==> config.mk <==
export PLATFORM = sky130hd
export DESIGN_NAME = spu_fetch_unit
export DESIGN_NICKNAME = d
export VERILOG_FILES = /design/src/rtl/spu_fetch_pkg.sv /design/src/rtl/spu_fetch_unit_hold.sv /design/src/rtl/spu_fetch_unit.sv
export SDC_FILE = /design/constraint.sdc
export NUM_CORES = 1
export LEC_CHECK = 0
export BUFFER_PORTS_ARGS = -buffer_cell sky130_fd_sc_hd__buf_4
export CAP_MARGIN = 20
export CORE_UTILIZATION = 45
export DETAILED_ROUTE_END_ITERATION = 10
export PLACE_DENSITY = 0.83
export RECOVER_POWER = 100
export SKIP_CTS_REPAIR_TIMING = 1
export SYNTH_ARGS = -nofsm -noshare
export SYNTH_HDL_FRONTEND = slang
export SYNTH_HIERARCHICAL = 1
export SYNTH_SLANG_ARGS = --single-unit
==> constraint.sdc <==
create_clock -name clk -period 3.4 [get_ports clk]
set_clock_uncertainty 0.05 [all_clocks]
set_input_delay 0.51 -clock clk [delete_from_list [all_inputs] [get_ports clk]]
set_output_delay 0.51 -clock clk [all_outputs]
set_load 0.005 [all_outputs]
==> src/rtl/spu_fetch_pkg.sv <==
// Shared types and constants for the SPU dual-issue fetch stage.
// A fetch_pair_t is one 64-bit local-store pair together with its address tags.
package spu_fetch_pkg;

  localparam int          LS_ADDR_W_DEF = 18;
  localparam int          PAIR_BYTES    = 8;
  localparam logic [31:0] BUBBLE_INSTR  = 32'h0;

  typedef struct packed {
    logic [31:0]              even;
    logic [31:0]              odd;
    logic [LS_ADDR_W_DEF-1:0] pc;
    logic                     odd_start;
  } fetch_pair_t;

  localparam fetch_pair_t BUBBLE_PAIR = '{
    even:      BUBBLE_INSTR,
    odd:       BUBBLE_INSTR,
    pc:        '0,
    odd_start: 1'b0
  };

  // Even word lives in the upper half of a local-store read.
  function automatic fetch_pair_t make_pair(input logic [63:0]              rdata,
                                            input logic [LS_ADDR_W_DEF-1:0] pc,
                                            input logic                     odd_start);
    fetch_pair_t p;
    p.even      = rdata[63:32];
    p.odd       = rdata[31:0];
    p.pc        = pc;
    p.odd_start = odd_start;
    return p;
  endfunction

endpackage

==> src/rtl/spu_fetch_unit_hold.sv <==
// One-entry skid register: captures the returning pair when the stage stalls
// so the single-cycle local-store latency never loses data.
module fetch_hold_reg
  import spu_fetch_pkg::*;
(
  input  logic        clk,
  input  logic        reset,
  input  logic        i_load,
  input  logic        i_clear,
  input  fetch_pair_t i_data,
  output logic        o_valid,
  output fetch_pair_t o_data
);

  logic        r_valid;
  fetch_pair_t r_data;

  // NOTE: sequential state uses non-blocking assignment so every flop samples pre-edge values.
  always_ff @(posedge clk) begin
    if (reset)        r_valid <= 1'b0;
    else if (i_clear) r_valid <= 1'b0;
    else if (i_load)  r_valid <= 1'b1;
  end

  // NOTE: the payload has no reset; it is only observed while r_valid is set.
  always_ff @(posedge clk) begin
    if (i_load) r_data <= i_data;
  end

  assign o_valid = r_valid;
  assign o_data  = r_data;

endmodule

==> src/rtl/spu_fetch_unit.sv <==
// Dual-issue fetch stage: owns the PC, issues one pair read per cycle and
// presents an even/odd instruction pair (or a bubble) to IF_ID every cycle.
module spu_fetch_unit
  import spu_fetch_pkg::*;
#(
  parameter int LS_ADDR_W = LS_ADDR_W_DEF
) (
  input  logic                 clk,
  input  logic                 reset,
  input  logic                 stall,
  input  logic                 redirect,
  input  logic [LS_ADDR_W-1:0] redirect_pc,
  output logic                 ls_rd_en,
  output logic [LS_ADDR_W-1:0] ls_addr,
  input  logic [63:0]          ls_rdata,
  output logic [31:0]          instruction1_IF,
  output logic [31:0]          instruction2_IF,
  output logic [LS_ADDR_W-1:0] pc_IF,
  output logic                 fetch_valid
);

  logic [LS_ADDR_W-1:0] r_pc;
  logic                 r_inflight;
  logic [LS_ADDR_W-1:0] r_ifl_pc;
  logic                 r_ifl_odd;

  logic [LS_ADDR_W-1:0] w_redirect_addr;
  logic                 w_hold_valid;
  logic                 w_hold_load;
  logic                 w_hold_clear;
  fetch_pair_t          w_ifl_pair;
  fetch_pair_t          w_hold_pair;
  fetch_pair_t          w_shown;
  logic                 w_shown_valid;
  logic                 w_unused_ok;

  // Word-select bits of the target are ignored; bit 2 only chooses the starting slot.
  assign w_redirect_addr = {redirect_pc[LS_ADDR_W-1:3], 3'b000};
  assign w_unused_ok     = &{1'b0, redirect_pc[1:0]};

  assign w_ifl_pair   = make_pair(ls_rdata, LS_ADDR_W_DEF'(r_ifl_pc), r_ifl_odd);
  assign w_hold_load  = !reset && !redirect && stall && r_inflight && !w_hold_valid;
  assign w_hold_clear = redirect || !stall;

  fetch_hold_reg u_hold (
    .clk     (clk),
    .reset   (reset),
    .i_load  (w_hold_load),
    .i_clear (w_hold_clear),
    .i_data  (w_ifl_pair),
    .o_valid (w_hold_valid),
    .o_data  (w_hold_pair)
  );

  // Request side: redirect overrides stall, and nothing is requested during reset.
  assign ls_rd_en = !reset && (redirect || !stall);
  assign ls_addr  = redirect ? w_redirect_addr : r_pc;

  always_ff @(posedge clk) begin
    if (reset) begin
      r_pc       <= '0;
      r_inflight <= 1'b0;
      r_ifl_pc   <= '0;
      r_ifl_odd  <= 1'b0;
    end else if (redirect) begin
      r_pc       <= w_redirect_addr + LS_ADDR_W'(PAIR_BYTES);
      r_inflight <= 1'b1;
      r_ifl_pc   <= w_redirect_addr;
      r_ifl_odd  <= redirect_pc[2];
    end else if (stall) begin
      r_inflight <= 1'b0;
    end else begin
      r_pc       <= r_pc + LS_ADDR_W'(PAIR_BYTES);
      r_inflight <= 1'b1;
      r_ifl_pc   <= r_pc;
      r_ifl_odd  <= 1'b0;
    end
  end

  // Presentation: held pair wins over the live read; reset and redirect force a bubble.
  // NOTE: every always_comb output gets a default first so no latch is inferred.
  always_comb begin
    w_shown       = BUBBLE_PAIR;
    w_shown_valid = 1'b0;
    if (!reset && !redirect) begin
      if (w_hold_valid) begin
        w_shown       = w_hold_pair;
        w_shown_valid = 1'b1;
      end else if (r_inflight) begin
        w_shown       = w_ifl_pair;
        w_shown_valid = 1'b1;
      end
    end
  end

  assign instruction1_IF = w_shown.odd_start ? BUBBLE_INSTR : w_shown.even;
  assign instruction2_IF = w_shown.odd;
  assign pc_IF           = LS_ADDR_W'(w_shown.pc);
  assign fetch_valid     = w_shown_valid;

endmodule

==> metrics.cfg <==
[critical_path]
cp-start-kind=flop
cp-endpoint=instruction2_IF[29]
path_class=flop to output pin
cp_data_arrival_time_ps=2420
cp_slowest_cell=clkbuf_2
startpoint=u_hold/o_valid
cpMostUsedCell=clkbuf_4
end_kind=output pin
worstReg2RegEnd=u_hold/o_data[51]
rrSetupSlack_ps=450
path_cells=clkbuf_2 -> and2_1 -> clkbuf_4 -> a22o_1 -> clkbuf_4
r2r_start=r_inflight
r2r.worst_path.cells=4
cpPeakStageDelay_ps=610
cp_max_fo=47
worstPathRequired_ps=2840

[sta]
rsz0062_at_grt=false
tightestPinTransition_ps=1370
fin_crit_sh=0.876
final.setup.tns_ps=0
max_clock_freq_mhz=336
relSlewSlack=0.0871
setup_viol=0
final_max_slew_viol_count=0
report.final.hold_viol_count=0
post-route-min-period_ps=2980

[global_route]
antenna_found_initial=0
met3_usage=0.0436
grt_pass1_vias=3924
grt_remaining_overflow=0
grt_use_met1=0.274
grt_pass1_wl_um=19100
grtUsageTotal=0.210
use_met2=0.342
grt-busiest-layer=met2
grt_max_degree=52

[synth]
synth-main-ff-cell=edfxtp_1
synth_top_family_by_area=compound AO/OA/AOI/OAI gates
synth_seq_area_share=0.613
synthCells=427
ys_ff_latch=116
avgSynthCellArea_um2=12.0
synth_xor_area_frac=0.00511
yosys-top-cells-area=edfxtp_1, dfxtp_1, a22o_1, a22oi_1, nor2_1
synth_edf_count=83
yosys.area.top_type=edfxtp_1
synth_top_area_frac=0.484
synthDistinctLibCells=51
netlist_area_um2=5140
muxShareOfSynthArea=0.0314
synth_compound_area_frac=0.195
synth_warnings=6
synth_fa_ha_area_frac=0.00243
synth_simple_gate_area_frac=0.105
synth-async-reset-ratio=0

[finish]
mostFrequentLayoutCells=clkbuf_4, edfxtp_1, nor2_1, a22o_1
final_nets=693
diodes=0
final_common_cell=clkbuf_4
fillers=894
drive_above_1_share=0.296
final_core_util=0.634
area_growth_pct=35.4

[floorplanning]
die_h_um=109
rows=38
die_w_um=109
dieArea_um2=11900
core-area_um2=11000
io_pins=188
initial_core_util=0.468

[min_path]
holdPathStages=1
hp-class=input port to flop

[power]
power_frac_comb=0.089
p_switching_w=0.000773
peakVddDrop_mv=0.310
leakage_nw=2.80
switching_share=0.217
powerDensity_nw_per_um2=510
p_int_w=0.00278
pwr-share-clk=0.461
pwr-share-seq=0.449

[place]
gp_congestion=0.844
io_buffers=182
dpl.hpwl_um=8890

[clock_tree]
cts_buffer_depth=2
clk_pin_slew_ps=50
root_buffer=clkbuf_16
clkSinkCount=116
cts_htree_levels=4
cts_tree=yes
cts_buffers=17
insertion_delay_ps=400

[route]
via_per_inst=5.46
dr.pass1.iters=4
wire_per_inst_um=16.4
ant_nets=0
drc=0
vias=4144
drtIter0Drc=268
wl_um=12500

[run_status]
status=finished, final reports clean

[run]
drv_cap=0

synth_stat cells (all sizes together) (4+ instances only):
master and n:
and3 5, nand3 8, a32o 5, a211oi 13, dfxtp 33, nand2 17
nand4 8, a21oi 8, buf 18, o21ai 5, edfxtp 83, a22oi 32
inv 14, a22o 48, clkbuf 16, nor3 6, nor2 58, mux2i 12
and2 4
critical path, delay by kind of cell (launching register included):
kind,cells,cell delay (ps)
AND/OR/NAND/NOR,1,230
buffers and inverters,3,1200
AO/OA/AOI/OAI,1,250
flip-flops,1,330
metal layers:
metal / up-vias / part of all wire
li1: 2000 / -
met1: 1972 / 0.43
met2: 153 / 0.50
met3: 19 / 0.057
met4: 0 / 0.018
met5: - / 0
cells by family (layout without fill, tap and decap cells):
family                     Yosys count  after routing
AOI/OAI and AO/OA                  126            126
DFF                                116            116
and+or+nand+nor                    115            115
buffers and inverters               50            237
muxes                               15             15
xor gates and xnor gates             3              3
adders and majority gates            1              1
other                                1              6
how the worst min path moves through the flow:
stage | startpoint | endpoint | slack (ps)
2_1_floorplan | r_ifl_pc[3] | u_hold/o_data[4] | 380
5_1_grt | ls_rdata[41] | u_hold/o_data[60] | 250
6_report | ls_rdata[53] | u_hold/o_data[72] | 270
4_1_cts | ls_rdata[53] | u_hold/o_data[72] | 230
3_5_place_dp | r_ifl_pc[12] | u_hold/o_data[13] | 400
3_3_place_gp | r_ifl_pc[6] | u_hold/o_data[7] | 400
power by group through the flow:
stage / Combinational [W] / Sequential [W] / Clock (W)
2_1_floorplan: 0.000165 / 0.00162 / 0
3_3_place_gp: 0.000329 / 0.00162 / 0
3_5_place_dp: 0.000341 / 0.00162 / 0
4_1_cts: 0.000342 / 0.00160 / 0.00167
5_1_grt: 0.000349 / 0.00160 / 0.00173
6_report: 0.000317 / 0.00160 / 0.00164
flip-flops by register name, summed over array words and instances (netlist names):
signal / cells
u_hold/o_data: 83
r_ifl_pc: 15
r_pc: 15
r_ifl_odd: 1
r_inflight: 1
u_hold/o_valid: 1
layout make-up:
cell class / instances / area (um^2) / share of cell area
sequential: 116 / 3150 / 0.453
multi-input combinational: 266 / 1760 / 0.253
timing repair buffer: 189 / 1270 / 0.182
clock buffer: 20 / 437 / 0.0627
tap: 140 / 175 / 0.0251
clock inverter: 12 / 114 / 0.0163
inverter: 16 / 60.1 / 0.00862
metrics by stage:
| step | area [um^2] | worst slack, ps | power [W] | std cells | hold WS (ps) |
|---|---|---|---|---|---|
| floorplan | 5160 | 49.3 | 0.00178 | 432 | 376 |
| global placement | 6600 | 718 | 0.00195 | 727 | 398 |
| detailed placement | 6600 | 653 | 0.00197 | 727 | 402 |
| CTS | 7150 | 654 | 0.00361 | 759 | 231 |
| global route | 6970 | 259 | 0.00368 | 759 | 254 |
| finish | 6970 | 423 | 0.00355 | 759 | 271 |
Power figures use the tool's default switching activity.
